### config.mk
export PLATFORM = sky130hd
export DESIGN_NAME = hazard_stall_controller
export DESIGN_NICKNAME = d
export VERILOG_FILES = /design/src/rtl/hazard_stall_controller.sv
export SDC_FILE = /design/constraint.sdc
export NUM_CORES = 1
export LEC_CHECK = 0
export BUFFER_PORTS_ARGS = -buffer_cell sky130_fd_sc_hd__buf_2
export CORE_MARGIN = 2
export CORE_UTILIZATION = 49
export DETAILED_ROUTE_END_ITERATION = 8
export MAX_ROUTING_LAYER = met4
export PLACE_DENSITY_LB_ADDON = 0.3
export SYNTH_ARGS = -nofsm -noshare
export SYNTH_HDL_FRONTEND = slang
export SYNTH_SLANG_ARGS = --single-unit
### constraint.sdc
create_clock -name clk -period 2.3 [get_ports clk]
set_input_delay 0.345 -clock clk [delete_from_list [all_inputs] [get_ports clk]]
set_output_delay 0.345 -clock clk [all_outputs]
set_load 0.005 [all_outputs]
### src/rtl/hazard_stall_controller.sv
// Pipeline sequencing controller: load-use stalls, redirect flushes and MDU holds
// for the 5-stage core, plus saturating stall/flush performance counters.
module hazard_stall_controller #(
    parameter int MDU_TIMEOUT = 64,
    parameter int CNT_W       = 32
) (
    input  logic             clk,
    input  logic             rst_n,
    input  logic [4:0]       IF_ID_Rs1,
    input  logic [4:0]       IF_ID_Rs2,
    input  logic             ID_uses_rs1,
    input  logic             ID_uses_rs2,
    input  logic             ID_EX_MemRead,
    input  logic [4:0]       ID_EX_Rd,
    input  logic             EX_redirect,
    input  logic             EX_mdu_start,
    input  logic             mdu_done,
    input  logic             perf_clr,
    output logic             PC_Write,
    output logic             IF_ID_Write,
    output logic             IF_ID_Flush,
    output logic             ID_EX_Write,
    output logic             ID_EX_Flush,
    output logic             EX_MEM_Flush,
    output logic             mdu_timeout,
    output logic [CNT_W-1:0] stall_cycles,
    output logic [CNT_W-1:0] flush_events,
    output logic [1:0]       fsm_state
);

    localparam int TW = $clog2(MDU_TIMEOUT + 1);

    typedef enum logic [1:0] {
        S_INIT     = 2'd0,
        S_RUN      = 2'd1,
        S_MDU_WAIT = 2'd2
    } state_t;

    state_t        state;
    logic [TW-1:0] timer;
    logic          lu;
    logic          release_mdu;
    logic          timed_out;
    logic          stall_inc;
    logic          flush_inc;

    assign fsm_state = state;

    assign lu = ID_EX_MemRead && (ID_EX_Rd != 5'd0) &&
                ((ID_uses_rs1 && (ID_EX_Rd == IF_ID_Rs1)) ||
                 (ID_uses_rs2 && (ID_EX_Rd == IF_ID_Rs2)));

    always_comb begin
        PC_Write     = 1'b1;
        IF_ID_Write  = 1'b1;
        IF_ID_Flush  = 1'b0;
        ID_EX_Write  = 1'b1;
        ID_EX_Flush  = 1'b0;
        EX_MEM_Flush = 1'b0;
        release_mdu  = 1'b0;
        timed_out    = 1'b0;
        case (state)
            S_RUN: begin
                if (EX_redirect) begin
                    IF_ID_Flush = 1'b1;
                    ID_EX_Flush = 1'b1;
                end else if (EX_mdu_start) begin
                    PC_Write     = 1'b0;
                    IF_ID_Write  = 1'b0;
                    ID_EX_Write  = 1'b0;
                    EX_MEM_Flush = 1'b1;
                end else if (lu) begin
                    // ID/EX stays enabled so the bubble is actually loaded
                    PC_Write    = 1'b0;
                    IF_ID_Write = 1'b0;
                    ID_EX_Flush = 1'b1;
                end
            end
            S_MDU_WAIT: begin
                if (mdu_done) begin
                    release_mdu = 1'b1;
                end else if (timer == TW'(MDU_TIMEOUT - 1)) begin
                    release_mdu = 1'b1;
                    timed_out   = 1'b1;
                end else begin
                    PC_Write     = 1'b0;
                    IF_ID_Write  = 1'b0;
                    ID_EX_Write  = 1'b0;
                    EX_MEM_Flush = 1'b1;
                end
            end
            default: begin
                PC_Write     = 1'b0;
                IF_ID_Write  = 1'b0;
                ID_EX_Write  = 1'b0;
                IF_ID_Flush  = 1'b1;
                ID_EX_Flush  = 1'b1;
                EX_MEM_Flush = 1'b1;
            end
        endcase
    end

    assign stall_inc = (state != S_INIT) && !PC_Write;
    assign flush_inc = (state == S_RUN) && EX_redirect;

    always_ff @(posedge clk or negedge rst_n) begin
        if (!rst_n) begin
            state       <= S_INIT;
            timer       <= '0;
            mdu_timeout <= 1'b0;
        end else begin
            case (state)
                S_RUN: begin
                    if (!EX_redirect && EX_mdu_start) begin
                        state <= S_MDU_WAIT;
                        timer <= '0;
                    end
                end
                S_MDU_WAIT: begin
                    if (release_mdu) state <= S_RUN;
                    else             timer <= timer + TW'(1);
                    if (timed_out)   mdu_timeout <= 1'b1;
                end
                default: state <= S_RUN;
            endcase
        end
    end

    // Clear wins over a same-cycle increment; both counters stick at all-ones
    always_ff @(posedge clk or negedge rst_n) begin
        if (!rst_n) begin
            stall_cycles <= '0;
            flush_events <= '0;
        end else if (perf_clr) begin
            stall_cycles <= '0;
            flush_events <= '0;
        end else begin
            if (stall_inc && (stall_cycles != {CNT_W{1'b1}}))
                stall_cycles <= stall_cycles + CNT_W'(1);
            if (flush_inc && (flush_events != {CNT_W{1'b1}}))
                flush_events <= flush_events + CNT_W'(1);
        end
    end

endmodule

## Yosys cells after proc, flatten, opt, wreduce, memory -nomap -nowiden

Cells that the tools add are included.

- Memories: 0
- Latch bits: 0
- Memory bits (read-only): 0
- Memory bits (writable): 0
- Bits of input ports: 24
- Logic and storage cells: 71
- Output and inout port bits: 73
- Bits in registers: 74

- Add/sub/neg operators: 3
- Mux-type cells: 33
- Reduce and logical (&&, ||, !) cells: 20
- Divide/modulo/power cells: 0
- Multipliers: 0
- Magnitude comparators: 0
- Equality and inequality tests: 10
- Bitwise gates (word level): 0
- Shift-type cells: 0

Operator list:

| kind | count |
|---|---|
| 2-to-1 mux 32 bit | 4 |
| adder 32 x 1 -> 32 bit, second input constant | 2 |
| != test 32 bit, second input constant | 2 |
| 2-to-1 mux 1 bit | 18 |
| 2-to-1 mux 7 bit | 2 |
| one-hot mux 7 bit (2 select lines) | 1 |
| equality test 5 bit | 2 |
| one-hot mux 1 bit (2 select lines) | 5 |
| logical AND 1 bit | 9 |
| nonzero test 2 bit | 4 |
| adder 7 x 1 -> 7 bit, second input constant | 1 |
| equality test 7 x 6 -> 1 bit, second input constant | 1 |
| nonzero test 5 bit | 1 |
| 2-to-1 mux 2 bit | 2 |
| != test 2 bit, second input constant | 2 |
| one-hot mux 2 bit (2 select lines) | 1 |
| AND reduction 2 bit | 2 |
| AND reduction 3 bit | 1 |
| equality test 2 x 1 -> 1 bit, second input constant | 1 |
| equality test 2 bit, second input constant | 1 |
| zero test 1 bit | 2 |
| != test 2 x 1 -> 1 bit, second input constant | 1 |
| logical OR 1 bit | 1 |

## Longest topological paths before layout

- Depth in word-level cells: 13
- Depth in mapped cells: 10
- Gate-level depth less buffers: 9

## Least setup slack after synthesis

OpenSTA, ideal clock, no wires.

- Path kind: reg-to-reg
- From: register stall_cycles[0]
- To: register stall_cycles[31]
- Data required time: 2.222 ns
- Data arrival time: 2.348 ns
- Library setup time: 0.078 ns
- Path slack: -0.126 ns
- Path buffers: 2
- Cell stages (with the launch flop): 10
- Cells stage by stage: dfrtp_1 -> ha_1 -> and2_4 -> buf_6 -> a31o_1 -> buf_6 -> or4b_4 -> or2_0 -> or3_1 -> a21oi_1

- Word-level cells in the longest chain between the ends: 3

RTL lines:

| element | RTL line | source |
|---|---|---|
| start: declaration | 26 | `output logic [CNT_W-1:0] stall_cycles,` |
| start signal: assignment | 139 | `stall_cycles <= stall_cycles + CNT_W'(1);` |
| adder 32 x 1 -> 32 bit or != test 32 bit (tied branches) | 139, 138 |  |
| 2-to-1 mux 32 bit or logical AND 1 bit (tied branches) | 138 | `if (stall_inc && (stall_cycles != {CNT_W{1'b1}}))` |
| 2-to-1 mux 32 bit or nonzero test 2 bit (tied branches) | - |  |

Several ways; a longest one is shown, not always the timed one. The select of a mux whose other input is x is not followed.
A chain may end at the register's enable or synchronous reset.

## Worst setup path in the final report

- From: register state[0], in the netlist fsm_state[0]
- To: output IF_ID_Write

- Word-level cells in the longest chain between the ends: 2

RTL lines:

| element | RTL line | source |
|---|---|---|
| start: declaration | 39 | `state_t state;` |
| start signal: assignment | 108 | `state <= S_INIT;` |
| start signal: assignment | 115 | `state <= S_MDU_WAIT;` |
| start signal: assignment | 120 | `if (release_mdu) state <= S_RUN;` |
| equality test 2 bit or equality test 2 x 1 -> 1 bit (tied branches) | 62 | `case (state)` |
| one-hot mux 1 bit (2 select lines) * | 62 |  |
| end: declaration | 20 | `output logic IF_ID_Write,` |

Mark *: on every way between the ends. The rest lies on a longest branch, timed or not.

==> results.cfg <==
[final_layout]
antenna_cells = 0
area_delta_synth_final_pct = 43.4
multi_input_area_sq_um = 2300
regArea_sq_um = 1850
fillers = 596
fin_nets = 660
drive_above_1_share_pct = 39.4
post-route-util_pct = 71.6

[detailed_routing]
wl_per_cell_um = 15.2
via_count = 4062
drtIter0Drc = 215
ant_nets = 0
drt_wl_total_um = 11300
drtPass1Iterations = 6
viasPerCell = 5.49
drc = 0

[worst_setup_path]
path_cells = inv_2 > ha_4 > nand4_1 > o31ai_4 > o21ai_2 > a21oi_2 > buf_6 > buf_6 > buf_6
path_max_fanout = 6
critPathArrivalTime_ns = 2.01
r2r_start = fsm_state[1]
slowest_delay_ns = 0.41
start_kind = register
path_common_cell = buf_6
slowest_stage = dfrtp_1
cp-end-kind = output port
required_ns = 1.96
r2r_end = stall_cycles[28]
rrSetupSlack_ns = -0.04
reg2regPathDepth = 12
path_class = register to output port
crit_family = compound AO/OA/AOI/OAI gates
critPathBufInv = 4

[floorplan]
pin_count = 97
die_area_sq_um = 9030
die_y_um = 95.0
core_area_sq_um = 8130
start_util_pct = 49.9
rows = 33
chipWidth_um = 95.0

[clock_tree]
h-tree-depth = 3
cts_buffer_depth = 2
cts_buffers = 9
cts_tree = built
clock-sinks = 74
root_buffer = clkbuf_8
holdBufCountCts = 0
path_clk_slew_ns = 0.07
clkLatencyLatePin_ns = 0.35

[sta]
slew_headroom_pct = 45.2
layout_setup_ws_ns = -0.0574
slew_viol_final = 0
clock.fmax_ghz = 0.424
clock_skew_ns = 0.00779
min_period_ns = 2.36
final-setup-viol-count = 4
fin_crit_sh_pct = 102
tightest_slew_ns = 0.822
finalSetupTns_ns = -0.141
rsz0062_at_grt = yes
hold_viol = 0

[run_status]
violations = setup timing
outcome = finished, violations left

[grt]
grt_max_degree = 55
antenna_found_initial = 0
first_global_vias = 3971
overflow = 0
grtUsageTotal_pct = 25.7
grt_pass1_wl_um = 17800

[synthesis]
syn_nets = 478
avgSynthCellArea_sq_um = 9.06
ys_seq_elements = 74
synth_area_leaders = dfrtp_1, xnor2_1, nor2_1
synth.distinct_cells = 45
syn_inst = 448
seq_area_frac_synth_pct = 45.6
yosysWarnings = 0
netlist_area_sq_um = 4060
synth_top_area_cell = dfrtp_1
yosysTopAreaCellShare_pct = 45.6

[placed_design]
routabilityCongestion = 0.905
portBuffers = 96
post-dp-hpwl_um = 7700
pre_cts_ws_ns = -0.165

[power]
finalPower_uw = 4140
vdd_drop_max_mv = 0.393
p_leak_uw = 0.00274
powerDensity_nw_per_um2 = 711

[job]
cap_violations = 0

[worst_hold_path]
hold_class = primary input to asynchronous set/reset pin
-- repair_timing --
action                                  4_1_cts  5_1_grt
pin swaps                                    12       13
endpoints found under the setup margin        9       52
resized for setup                            20       37
setup buffers                                13        9
-- cell type report --
type / instances / area share (%)
clock buffer: 11 / 2.60
timing repair buffer: 187 / 21.2
clock inverter: 5 / 1.72
tap: 105 / 2.26
multi-input combinational: 343 / 39.4
inverter: 15 / 0.967
sequential: 74 / 31.8
-- kinds of logic (layout without fill, tap and decap cells) --
family	after synthesis	after routing	share of synthesized area, %
multiplexers	3	3	0.801
AO/OA/AOI/OAI	40	40	6.19
AND/OR/NAND/NOR	229	229	28.2
flip-flops	74	74	45.6
XOR/XNOR	65	65	14.0
adder cells (fa/ha/maj)	6	6	1.85
buffers and inverters	31	218	3.36
-- how the worst max path moves through the flow --
stage                         start               end  slack, ns  cells past startpoint
finish                 fsm_state[0]       IF_ID_Write      -0.06                      9
global route           fsm_state[0]       IF_ID_Write      -0.15                      9
CTS                    fsm_state[0]       IF_ID_Write      -0.03                      9
detailed placement     fsm_state[0]  stall_cycles[26]      -0.16                     10
global placement        ID_EX_Rd[1]  stall_cycles[19]      -0.02                     10
floorplan           stall_cycles[2]  stall_cycles[31]      -0.09                      9
-- cell usage after synthesis, drive strengths merged --
cell and instances:
inv 15, or4b 1, mux2 2, nand2b 3, o31ai 2, clkbuf 12
and4 4, xnor2 42, o22ai 2, nand4 27, nand2 39, a21oi 14
nor2 72, mux2i 1, or4 4, or3 7, nor3b 4, nand4b 1
and3 4, buf 4, nor4 8, a31o 4, nand3 20, a32o 1
and2 5, dfrtp 74, a21o 2, o21ba 1, o21ai 12, ha 6
nor2b 5, and3b 1, a311oi 1, o211ai 1, xor2 23, nor3 22
or2 2
-- layer usage --
metal	routed length, um	global-route usage [%]
met4	340	11.6
met3	490	3.48
met1	4640	30.3
met5	0	-
met2	5790	43.9
-- sequential cells by signal, indices dropped and copies added (netlist names) --
signal        count
timer             7
flush_events     32
fsm_state         2
stall_cycles     32
mdu_timeout       1
-- cell usage in the layout (no fill, tap or decap), types with 3 or more instances in the layout --
| master | netlist | routed |
|---|---|---|
| bufinv_16 | 0 | 3 |
| buf_6 | 2 | 10 |
| and3_1 | 4 | 3 |
| or3_1 | 7 | 7 |
| buf_2 | 1 | 93 |
| a21oi_2 | 1 | 3 |
| xnor2_1 | 42 | 42 |
| nand4_1 | 27 | 27 |
| inv_1 | 15 | 12 |
| nor2b_1 | 5 | 4 |
| inv_2 | 0 | 3 |
| nand2_1 | 39 | 37 |
| o21ai_2 | 1 | 3 |
| and4_1 | 4 | 4 |
| nand3_1 | 20 | 20 |
| a31o_2 | 3 | 3 |
| nor4_4 | 0 | 5 |
| o21ai_0 | 11 | 9 |
| dfrtp_1 | 74 | 73 |
| nor3_1 | 22 | 15 |
| buf_4 | 1 | 82 |
| nor3_2 | 0 | 6 |
| clkbuf_8 | 0 | 11 |
| a21oi_1 | 13 | 11 |
| and2_1 | 4 | 3 |
| or4_4 | 0 | 3 |
| nor3b_1 | 4 | 4 |
| xor2_1 | 23 | 23 |
| nor2_1 | 72 | 69 |
| nand2b_1 | 3 | 3 |
| ha_1 | 6 | 3 |
-- stage by stage --
| stage | instance area [sq um] | hold slack (ns) | cells |
|---|---|---|---|
| 2_1_floorplan | 4080 | 0.0494 | 448 |
| 3_3_place_gp | 5160 | 0.439 | 704 |
| 3_5_place_dp | 5160 | 0.447 | 704 |
| 4_1_cts | 5600 | 0.0946 | 732 |
| 5_1_grt | 5820 | 0.132 | 740 |
| 6_report | 5820 | 0.0837 | 740 |
-- power by group --
| group | leakage [uW] | internal (uW) | switching [uW] |
|---|---|---|---|
| Combinational | 0.00159 | 729 | 742 |
| Sequential | 0.00103 | 1360 | 50.6 |
| Clock | 0.000129 | 776 | 489 |
Note: power is estimated with default switching activity, not from simulation.
